==> src/rtl/dac_spi_out.sv <==
// dac_spi_out: mode-0 SPI master transmitter for the external DAC and for
// FPGA-to-FPGA loopback. It sends one or two 16-bit words MSB-first inside one
// chip-select frame. Every SPI level is held for HALF_PERIOD system clocks, so
// the receiver's three-sample stability filter always sees settled levels.
module dac_spi_out #(
    parameter int SENDWORDS   = 2,
    parameter int HALF_PERIOD = 4
) (
    input  logic        i_clock,
    input  logic        i_reset,
    input  logic        i_start,
    input  logic [15:0] i_data0,
    input  logic [15:0] i_data1,
    output logic        o_busy,
    output logic        o_done,
    output logic        o_SPI_CS,
    output logic        o_SPI_clock,
    output logic        o_SPI_data
);

    localparam int NBITS = 16 * SENDWORDS;
    localparam int HP_W  = $clog2(HALF_PERIOD);
    localparam int BC_W  = $clog2(32) + 1;

    localparam logic [HP_W-1:0] HP_RELOAD = HP_W'(HALF_PERIOD - 1);
    localparam logic [HP_W-1:0] HP_ZERO   = {HP_W{1'b0}};
    localparam logic [BC_W-1:0] BC_LOAD   = BC_W'(NBITS);
    localparam logic [BC_W-1:0] BC_ZERO   = {BC_W{1'b0}};
    localparam logic [BC_W-1:0] BC_ONE    = {{(BC_W-1){1'b0}}, 1'b1};

    // Reject illegal parameterisations at elaboration time.
    generate
        if (HALF_PERIOD < 4) begin : g_bad_half_period
            $error("dac_spi_out: HALF_PERIOD must be 4 or more");
        end
        if ((SENDWORDS != 1) && (SENDWORDS != 2)) begin : g_bad_sendwords
            $error("dac_spi_out: SENDWORDS must be 1 or 2");
        end
    endgenerate

    typedef enum logic [2:0] {
        ST_IDLE     = 3'd0,
        ST_SETUP    = 3'd1,
        ST_SCK_HIGH = 3'd2,
        ST_SCK_LOW  = 3'd3,
        ST_GAP      = 3'd4
    } state_t;

    state_t            state_r;
    state_t            state_nxt_s;
    logic [HP_W-1:0]   hp_cnt_r;
    logic [HP_W-1:0]   hp_cnt_nxt_s;
    logic [BC_W-1:0]   bits_left_r;
    logic [BC_W-1:0]   bits_left_nxt_s;
    logic [31:0]       shift_r;
    logic [31:0]       shift_nxt_s;
    logic [31:0]       load_word_s;
    logic              hp_zero_s;
    logic              cs_r;
    logic              cs_nxt_s;
    logic              sck_r;
    logic              sck_nxt_s;
    logic              mosi_r;
    logic              mosi_nxt_s;
    logic              busy_r;
    logic              busy_nxt_s;
    logic              done_r;
    logic              done_nxt_s;

    // Frame image captured on start: word0 in the top half, word1 (or zeros) below.
    always_comb begin
        load_word_s = 32'h0000_0000;
        if (SENDWORDS == 2) begin
            load_word_s = {i_data0, i_data1};
        end else begin
            load_word_s = {i_data0, 16'h0000};
        end
    end

    assign hp_zero_s = (hp_cnt_r == HP_ZERO);

    // Next-state and next-output logic; every level change happens only on a
    // half-period boundary so CS and SCK never move on the same edge.
    always_comb begin
        state_nxt_s     = state_r;
        hp_cnt_nxt_s    = hp_cnt_r;
        bits_left_nxt_s = bits_left_r;
        shift_nxt_s     = shift_r;
        cs_nxt_s        = cs_r;
        sck_nxt_s       = sck_r;
        mosi_nxt_s      = mosi_r;
        busy_nxt_s      = busy_r;
        done_nxt_s      = 1'b0;

        case (state_r)
            ST_IDLE: begin
                cs_nxt_s   = 1'b1;
                sck_nxt_s  = 1'b0;
                mosi_nxt_s = 1'b0;
                busy_nxt_s = 1'b0;
                // A start is ignored while the done pulse is still showing.
                if (i_start && !done_r) begin
                    shift_nxt_s     = load_word_s;
                    bits_left_nxt_s = BC_LOAD;
                    hp_cnt_nxt_s    = HP_RELOAD;
                    cs_nxt_s        = 1'b0;
                    mosi_nxt_s      = load_word_s[31];
                    busy_nxt_s      = 1'b1;
                    state_nxt_s     = ST_SETUP;
                end else begin
                    hp_cnt_nxt_s    = HP_ZERO;
                    bits_left_nxt_s = BC_ZERO;
                end
            end

            ST_SETUP: begin
                // CS setup time before the first rising SCK.
                if (hp_zero_s) begin
                    sck_nxt_s    = 1'b1;
                    hp_cnt_nxt_s = HP_RELOAD;
                    state_nxt_s  = ST_SCK_HIGH;
                end else begin
                    hp_cnt_nxt_s = hp_cnt_r - {{(HP_W-1){1'b0}}, 1'b1};
                end
            end

            ST_SCK_HIGH: begin
                // Falling SCK: retire the current bit and present the next one.
                if (hp_zero_s) begin
                    sck_nxt_s       = 1'b0;
                    hp_cnt_nxt_s    = HP_RELOAD;
                    shift_nxt_s     = shift_r << 1'b1;
                    bits_left_nxt_s = bits_left_r - BC_ONE;
                    if (bits_left_r > BC_ONE) begin
                        mosi_nxt_s = shift_r[30];
                    end else begin
                        mosi_nxt_s = 1'b0;
                    end
                    state_nxt_s     = ST_SCK_LOW;
                end else begin
                    hp_cnt_nxt_s = hp_cnt_r - {{(HP_W-1){1'b0}}, 1'b1};
                end
            end

            ST_SCK_LOW: begin
                // After the final bit this low phase doubles as CS hold time.
                if (hp_zero_s) begin
                    hp_cnt_nxt_s = HP_RELOAD;
                    if (bits_left_r != BC_ZERO) begin
                        sck_nxt_s   = 1'b1;
                        state_nxt_s = ST_SCK_HIGH;
                    end else begin
                        cs_nxt_s    = 1'b1;
                        state_nxt_s = ST_GAP;
                    end
                end else begin
                    hp_cnt_nxt_s = hp_cnt_r - {{(HP_W-1){1'b0}}, 1'b1};
                end
            end

            ST_GAP: begin
                // Minimum CS-high gap before the frame is reported complete.
                if (hp_zero_s) begin
                    done_nxt_s   = 1'b1;
                    busy_nxt_s   = 1'b0;
                    hp_cnt_nxt_s = HP_ZERO;
                    state_nxt_s  = ST_IDLE;
                end else begin
                    hp_cnt_nxt_s = hp_cnt_r - {{(HP_W-1){1'b0}}, 1'b1};
                end
            end

            default: begin
                state_nxt_s     = ST_IDLE;
                hp_cnt_nxt_s    = HP_ZERO;
                bits_left_nxt_s = BC_ZERO;
                cs_nxt_s        = 1'b1;
                sck_nxt_s       = 1'b0;
                mosi_nxt_s      = 1'b0;
                busy_nxt_s      = 1'b0;
            end
        endcase
    end

    // State and output registers; reset aborts any frame without a done pulse.
    always_ff @(posedge i_clock) begin
        if (i_reset) begin
            state_r     <= ST_IDLE;
            hp_cnt_r    <= HP_ZERO;
            bits_left_r <= BC_ZERO;
            shift_r     <= 32'h0000_0000;
            cs_r        <= 1'b1;
            sck_r       <= 1'b0;
            mosi_r      <= 1'b0;
            busy_r      <= 1'b0;
            done_r      <= 1'b0;
        end else begin
            state_r     <= state_nxt_s;
            hp_cnt_r    <= hp_cnt_nxt_s;
            bits_left_r <= bits_left_nxt_s;
            shift_r     <= shift_nxt_s;
            cs_r        <= cs_nxt_s;
            sck_r       <= sck_nxt_s;
            mosi_r      <= mosi_nxt_s;
            busy_r      <= busy_nxt_s;
            done_r      <= done_nxt_s;
        end
    end

    assign o_busy      = busy_r;
    assign o_done      = done_r;
    assign o_SPI_CS    = cs_r;
    assign o_SPI_clock = sck_r;
    assign o_SPI_data  = mosi_r;

endmodule

==> config.mk <==
export PLATFORM = sky130hd
export DESIGN_NAME = dac_spi_out
export DESIGN_NICKNAME = d
export VERILOG_FILES = /design/src/rtl/dac_spi_out.sv
export SDC_FILE = /design/constraint.sdc
export NUM_CORES = 1
export LEC_CHECK = 0
export CAP_MARGIN = 25
export CORE_MARGIN = 4
export CORE_UTILIZATION = 30
export CTS_CLUSTER_SIZE = 24
export DETAILED_ROUTE_END_ITERATION = 12
export PLACE_DENSITY = 0.6
export SYNTH_ARGS = -nofsm -noshare
export SYNTH_HDL_FRONTEND = slang
export SYNTH_SLANG_ARGS = --single-unit
export TNS_END_PERCENT = 1
==> constraint.sdc <==
create_clock -name i_clock -period 3.65 [get_ports i_clock]
set_input_delay 0.73 -clock i_clock [delete_from_list [all_inputs] [get_ports i_clock]]
set_output_delay 0.73 -clock i_clock [all_outputs]
set_load 0.005 [all_outputs]
# Yosys cells after proc, flatten, opt, wreduce, memory -nomap -nowiden
# Index checks and enable logic that the tools add are counted.
[word_totals]
ram_bits = 0
n_memories = 0
word_cells = 76
mem_bits_ro = 0
register_bits = 47
latchBits = 0
in_bits = 35
[classes]
n_addsub = 2
eq_ne = 11
multipliers = 0
div_mod_pow = 0
n_reduce_logical = 16
shifts = 0
n_mux = 33
n_bitwise = 4
order_cmp = 1
[op_table]
columns = ["cell", "count"]
rows = [
  ["$mux W31", 2],
  ["$pmux W31 S2", 1],
  ["$mux W3", 6],
  ["$pmux W6 S3", 1],
  ["$pmux W3 S5", 1],
  ["$ne A2 B2 Y1 const B", 7],
  ["$mux W1", 12],
  ["$mux W6", 2],
  ["$reduce_and A5 Y1", 2],
  ["$pmux W1 S3", 3],
  ["$reduce_or A3 Y1", 3],
  ["$eq A3 B2 Y1 const B", 2],
  ["$gt A6 B1 Y1 const B", 1],
  ["$mux W2", 3],
  ["$pmux W2 S3", 1],
  ["$reduce_and A3 Y1", 2],
  ["$reduce_bool A6 Y1", 1],
  ["$sub A6 B1 Y6 const B", 1],
  ["$not A1 Y1", 4],
  ["$pmux W1 S4", 1],
  ["$reduce_and A2 Y1", 2],
  ["$eq A3 B1 Y1 const B", 1],
  ["$eq A3 B3 Y1 const B", 1],
  ["$logic_not A3 Y1", 1],
  ["other kinds (6)", 6],
]

# Logic depth before layout (Yosys ltp)
# Gate-level depths: netlist of run 1.
[logic_depth]
ltp_word = 4
depth_mapped = 9
depth_no_buf = 6

# Worst setup path before layout of run 1
# Ideal clock, no wire load.
[synth_timing]
path_type = "input to register"
startpoint = "in i_start"
endpoint = "reg shift_r[11]"
setup_slack_ns = 1.913
t_arrival_ns = 1.595
path_buffers = 2
cell_stages = 5
path_cell_list = "nor3b_1 -> o21a_1 -> buf_4 -> clkbuf_1 -> a311oi_1"
[synth_between]
elab_chain_cells = 3
[synth_lines]
columns = ["item", "line_no", "text"]
rows = [
  ["from (decl)", "11", "input logic i_start,"],
  ["$logic_and A1 B1 Y1", "102", "if (i_start && !done_r) begin"],
  ["$ne A2 B2 Y1 (no source line)", "-", ""],
  ["$reduce_and A3 Y1 (no source line)", "-", ""],
  ["to (signal assigned)", "201", "shift_r <= shift_nxt_s;"],
  ["to (decl)", "55", "logic [31:0] shift_r;"],
]
# No other way between the ends.
# A chain may end at the register's enable or synchronous reset.

# Worst setup path after layout of run 1
[layout_timing]
startpoint = "in i_start"
endpoint = "reg shift_r[13]"
# The elaborated chain is that of the path after synthesis.

==> impl_results.md, run 1 <==
- Lkg Pwr: 1.03 nW
- Fin crit share: 69.6%
- Hold WC Path Type: register to register
- GRT Util Overall: 11.7%
- Clock network power share: 23.3%
- Clk buf depth: 2
- Ys flop type: dfxtp_1
- Largest net degree at the start of global routing: 38
- Int Power: 0.000904 W
- Ant. Diodes: 0
- Number of detailed-route iterations in the first pass: 4
- CTS sink cnt: 47
- Final min period: 2540 ps
- Via count: 2006
- Clk slew on worst S/H paths: 90 ps
- Die width: 94.9 um
- Synth warn: 0
- FMAX: 394 MHz
- Relative slew margins: 55.9%
- Vias per cell: 4.98
- Multi-input logic area: 0.00116 sq mm
- PostCTS Resize Cnt: 0
- Synthesized instance count: 277
- Biggest area consumer among synthesized cells: dfxtp_1
- Sequential share of power: 48.3%
- Switching power summed over all nets: 0.000449 W
- Final hold vios: 0
- Core box area: 0.00729 sq mm
- Finished Core Util: 37.8%
- H-tree lvl count: 2
- Initial antenna violation count: 0
- Power Dens Cells: 491 mW/mm^2
- Yosys reg bits: 47
- CP endpoint kind: register
- Die ar.: 0.00901 sq mm
- Crit Path Class: input pin to register
- MaxCap Viol Count: 0
- Die Y: 94.9 um
- Net Sw Frac: 33.2%
- Clk_lat worst skew: 300 ps
- RSZ-0062 raised after global routing: false
- Dominant cells by area after synthesis: dfxtp_1 42%, a311oi_1 10%, nand2_1 10%
- Area growth syn-to-layout: 21.5%
- Async SR Flop Fraction: 0%
- Status: completed
- Critical path peak fanout: 37
- Filler instances: 782
- Placer Congestion: 0.776
- CTS buffer count: 5
- WP data required: 3860 ps
- Post-Synthesis Cell Area: 0.00227 sq mm
- First-pass GRT wire length: 8500 um
- Nets: 343
- Total power: 0.00135 W
- Logic pwr share: 28.4%
- Final HPWL DP: 3470 um
- Setup_tns: 0 ps
- Setup bufs post-CTS: 0
- EDFF count, synth: 0
- Vias in the first global route: 1794
- Initial DRC count: 137
- FF+latch area: 941 sq um
- Layout cells sized above 1: 8.55%
- Max-slew violations: 0
- Total gr overflow: 0
- Post-DR wirelength/cell: 12.6 um
- Final setup violation count: 0
- IO Pins: 40
- Drt drc: 0
- DRT antenna net count: 0
- Clk_skew: 8.35 ps
- Post-synth net total: 317
- Post-synth top area share: 41.5%
- Post-Syn Area per Cell: 8.18 sq um
- Clk root buf: clkbuf_8
- Sequential area share after synthesis: 41.5%
- Peak VDD IR: 0.000198 V
- Worst-Margin Slew: 661 ps
- Count of cell types in the netlist: 45
- I/O Buffers: 39
- Worst hold slack: 479 ps
- Post-CTS Hold Fix Bufs: 0
- CTS tree: built
- Routed WL: 5090 um
- Worst Path Arrival: 2750 ps
- Std-Cell Rows: 31
- Initial Utilization: 31.1%
- R2r setup slk: 1430 ps
- Critical path startpoint category: input pin
through the flow:
step | setup WS [ps] | cells | cell area (sq um)
2_1_floorplan | 1910 | 277 | 2270
3_3_place_gp | 910 | 395 | 2670
3_5_place_dp | 834 | 395 | 2670
4_1_cts | 1120 | 403 | 2760
5_1_grt | 918 | 403 | 2760
6_report | 1110 | 403 | 2760
sequential cells by signal, indices dropped and copies added, names as in the netlist:
name / flops
o_SPI_clock: 1
o_done: 1
o_busy: 1
state_r: 3
bits_left_r: 6
shift_r: 31
o_SPI_CS: 1
o_SPI_data: 1
hp_cnt_r: 2
power groups by stage:
stage	Clock, W	Combinational (W)	Sequential [W]
finish	0.000315	0.000384	0.000653
global placement	0	0.000380	0.000661
detailed placement	0	0.000385	0.000664
floorplan	0	0.000314	0.000644
CTS	0.000322	0.000387	0.000653
global route	0.000344	0.000438	0.000665
cells in the mapped netlist (5+ instances only):
| master | number |
|---|---|
| nand2_1 | 62 |
| dfxtp_1 | 47 |
| nor2_1 | 41 |
| a311oi_1 | 27 |
| a21oi_1 | 10 |
| buf_2 | 9 |
| buf_4 | 7 |
| inv_1 | 7 |
| clkbuf_1 | 6 |
| a31oi_1 | 5 |
| ha_1 | 5 |
layout by cell type, fill, tap and decap left out, types with 3 or more instances in the layout:
cell type / n
a31oi_1: 5
ha_1: 5
nand3_1: 3
nor2_1: 41
buf_4: 4
nand2_1: 62
or3_1: 4
a21oi_1: 10
a311oi_2: 3
inv_1: 7
nor3_1: 3
a311oi_1: 27
o21ai_0: 4
clkbuf_8: 5
clkdlybuf4s50_1: 39
dfxtp_1: 47
metal layers:
layer  track usage (%)  part of all wire [%]
met4              3.61                   1.3
met2              18.4                    44
met3              2.47                   6.2
met5                 0                     0
met1              16.1                    49
cell families after synthesis:
logic type | count (synthesis) | share of synthesized area [%]
compound gates | 59 | 21.0
mux | 2 | 0.938
fa+ha+maj | 5 | 2.76
flops | 47 | 41.5
buf+inv | 31 | 7.45
xor+xnor | 1 | 0.386
simple gates | 132 | 26.0
final cells by class:
type / instances / share of cell area (%)
inverters: 7 / 0.954
multi-input cells: 199 / 42.1
well taps: 99 / 4.50
repair buffers: 43 / 15.3
clock buffers: 6 / 2.63
clock inverters: 2 / 0.454
flip-flops and latches: 47 / 34.2
worst max-delay path: stages:
cell	delay, ps
clkdlybuf4s50_1	470
nor3b_1	300
o21a_2	630
buf_4	310
nor2_1	60
a311oi_1	250
worst paths after layout:
path | from | cells after the start | to
max | i_start | 6 | shift_r[13]
min | shift_r[27] | 2 | shift_r[28]
max reg2reg | hp_cnt_r[0] | 7 | shift_r[13]
min reg2reg | shift_r[27] | 2 | shift_r[28]
Power figures use the tool's default switching activity.
==> run 2, diff against run 1 <==
clock period = 2.63 ns   (was 3.65 ns; I/O delays follow)
==> impl_results.md, run 2 (synthesis gave the netlist of run 1 again) <==
- Clk root buf: clkbuf_8
- PostCTS Resize Cnt: 0
- WP data required: 2840 ps
- I/O Buffers: 39
- Most flops, register: shift_r
- Reg2reg path depth: 4
- Die ar.: 0.00901 sq mm
- Setup bufs post-CTS: 0
- Nets: 342
- Std-Cell Rows: 31
- Initial antenna violation count: 0
- Critical path startpoint category: register
- DRT antenna net count: 0
- Status: completed
- Levels on crit path: 4
- Clock network power share: 27.3%
- Post-DR wirelength/cell: 12.7 um
- Die width: 94.9 um
- GRT Util Overall: 11.8%
- Setup_tns: 0 ps
- Max-slew violations: 0
- Drt drc: 0
- CTS buffer count: 5
- Peak VDD IR: 0.000299 V
- Core box area: 0.00729 sq mm
- Slowest stage cell, crit path: and2_2
- Via count: 2001
- Worst setup endpoint: shift_r[10]
- Clk buf depth: 2
- RSZ-0062 raised after global routing: false
- Largest net degree at the start of global routing: 64
- Crit path buffers/inverters: 0
- Vias in the first global route: 1850
- First-pass GRT wire length: 8560 um
- Worst Setup SP: state_r[2]
- Worst-Margin Slew: 705 ps
- R2r endpoint: shift_r[10]
- Clk_lat worst skew: 300 ps
- Power Dens Cells: 714 mW/mm^2
- Logic pwr share: 27.3%
- Final hold vios: 0
- Clk slew on worst S/H paths: 100 ps
- CTS tree: built
- Net Sw Frac: 31.8%
- MaxCap Viol Count: 0
- CTS sink cnt: 47
- List of cells traversed by the critical path: nor2_1 -> and2_2 -> nand2_1 -> a311oi_1
- Area growth syn-to-layout: 23.1%
- Number of detailed-route iterations in the first pass: 4
- Total gr overflow: 0
- Worst Path Arrival: 2140 ps
- Final min period: 1930 ps
- Die Y: 94.9 um
- Vias per cell: 4.98
- Ant. Diodes: 0
- Reg-to-reg startpoint: state_r[2]
- Switching power summed over all nets: 0.000634 W
- Fin worst setup slack: 698 ps
- Relative slew margins: 53.0%
- Total power: 0.00199 W
- Final setup violation count: 0
- H-tree lvl count: 2
- Crit Path Class: register to register
- IO Pins: 40
- Top Family by Delay on Critical Path: simple AND/OR/NAND/NOR gates
- Initial Utilization: 31.1%
- Slowest cell delay on critical path: 600 ps
- Int Power: 0.00136 W
- FMAX: 518 MHz
- Fin crit share: 73.5%
- Most common cell after layout, fill and taps aside: nand2_1
- Routed WL: 5100 um
- Initial DRC count: 135
- CP endpoint kind: register
- Critical path peak fanout: 31
- Hold WC Path Type: register to register
- Layout cells sized above 1: 8.58%
- Final HPWL DP: 3430 um
- Max reg flops: 31
- Placer Congestion: 0.742
- Post-CTS Hold Fix Bufs: 0
- Lkg Pwr: 1.04 nW
- R2r setup slk: 700 ps
- Sequential share of power: 45.4%
- Pre-CTS setup slack: 435 ps
- Largest regs: shift_r: 31 flops, bits_left_r: 6 flops, state_r: 3 flops
- Most frequent cells in the layout: 62 x nand2_1, 47 x dfxtp_1, 41 x nor2_1
- Clk_skew: 9.42 ps
==> run 2: cell types whose count changed in the layout (fill, tap and decap cells not counted), sizes merged <==
| cell | before | now |
|---|---|---|
| clkinv | 1 | 0 |
| bufinv | 0 | 1 |
| clkbuf | 6 | 5 |
| buf | 4 | 3 |
| inv | 7 | 8 |
==> run 2: worst min path at each step <==
stage                        to   startpoint  depth (start not counted)
finish              shift_r[21]  shift_r[20]                          2
floorplan            shift_r[0]   shift_r[0]                          2
detailed placement   shift_r[0]   shift_r[0]                          2
global placement    shift_r[21]  shift_r[20]                          2
CTS                  shift_r[0]   shift_r[0]                          2
global route        shift_r[17]  shift_r[16]                          2
==> run 2: final cells by class <==
cell class,instances,area (sq um)
fill,812,4500
multi-input combinational,199,1160
sequential,47,941
timing repair buffer,42,425
tap,99,124
clock buffer,5,68.8
clock inverter,3,46.3
inverter,7,26.3
==> run 2: worst reg2reg max path, cell delays in order, from the launching register on <==
cell and delay (ps):
dfxtp_1 460, nor2_1 360, and2_2 600, nand2_1 130, a311oi_1 290
==> run 2: metrics by stage <==
stage / cell area [sq um] / utilization [%] / cells / hold WS [ps]
global placement: 2680 / 36.7 / 394 / 460
global route: 2790 / 38.3 / 402 / 504
finish: 2790 / 38.3 / 402 / 476
CTS: 2790 / 38.3 / 402 / 478
detailed placement: 2680 / 36.7 / 394 / 462
floorplan: 2270 / - / 277 / 445
==> run 2: routing by layer <==
layer | track usage (%) | vias to the layer above | part of all wire [%] | routed length [um]
met2 | 17.6 | 59 | 43 | 2170
met1 | 16.8 | 922 | 51 | 2580
li1 | - | 1018 | - | -
met3 | 2.47 | 2 | 5.9 | 299
met4 | 3.73 | 0 | 0.86 | 44
met5 | 0 | - | 0 | 0
==> run 2: power by group through the flow <==
stage	clock network, W	registers (W)	logic, W
final	0.000543	0.000905	0.000544
after global routing	0.000582	0.000920	0.000615
after CTS	0.000564	0.000904	0.000545
after detailed placement	0	0.000920	0.000543
after global placement	0	0.000918	0.000531
after floorplan	0	0.000894	0.000435
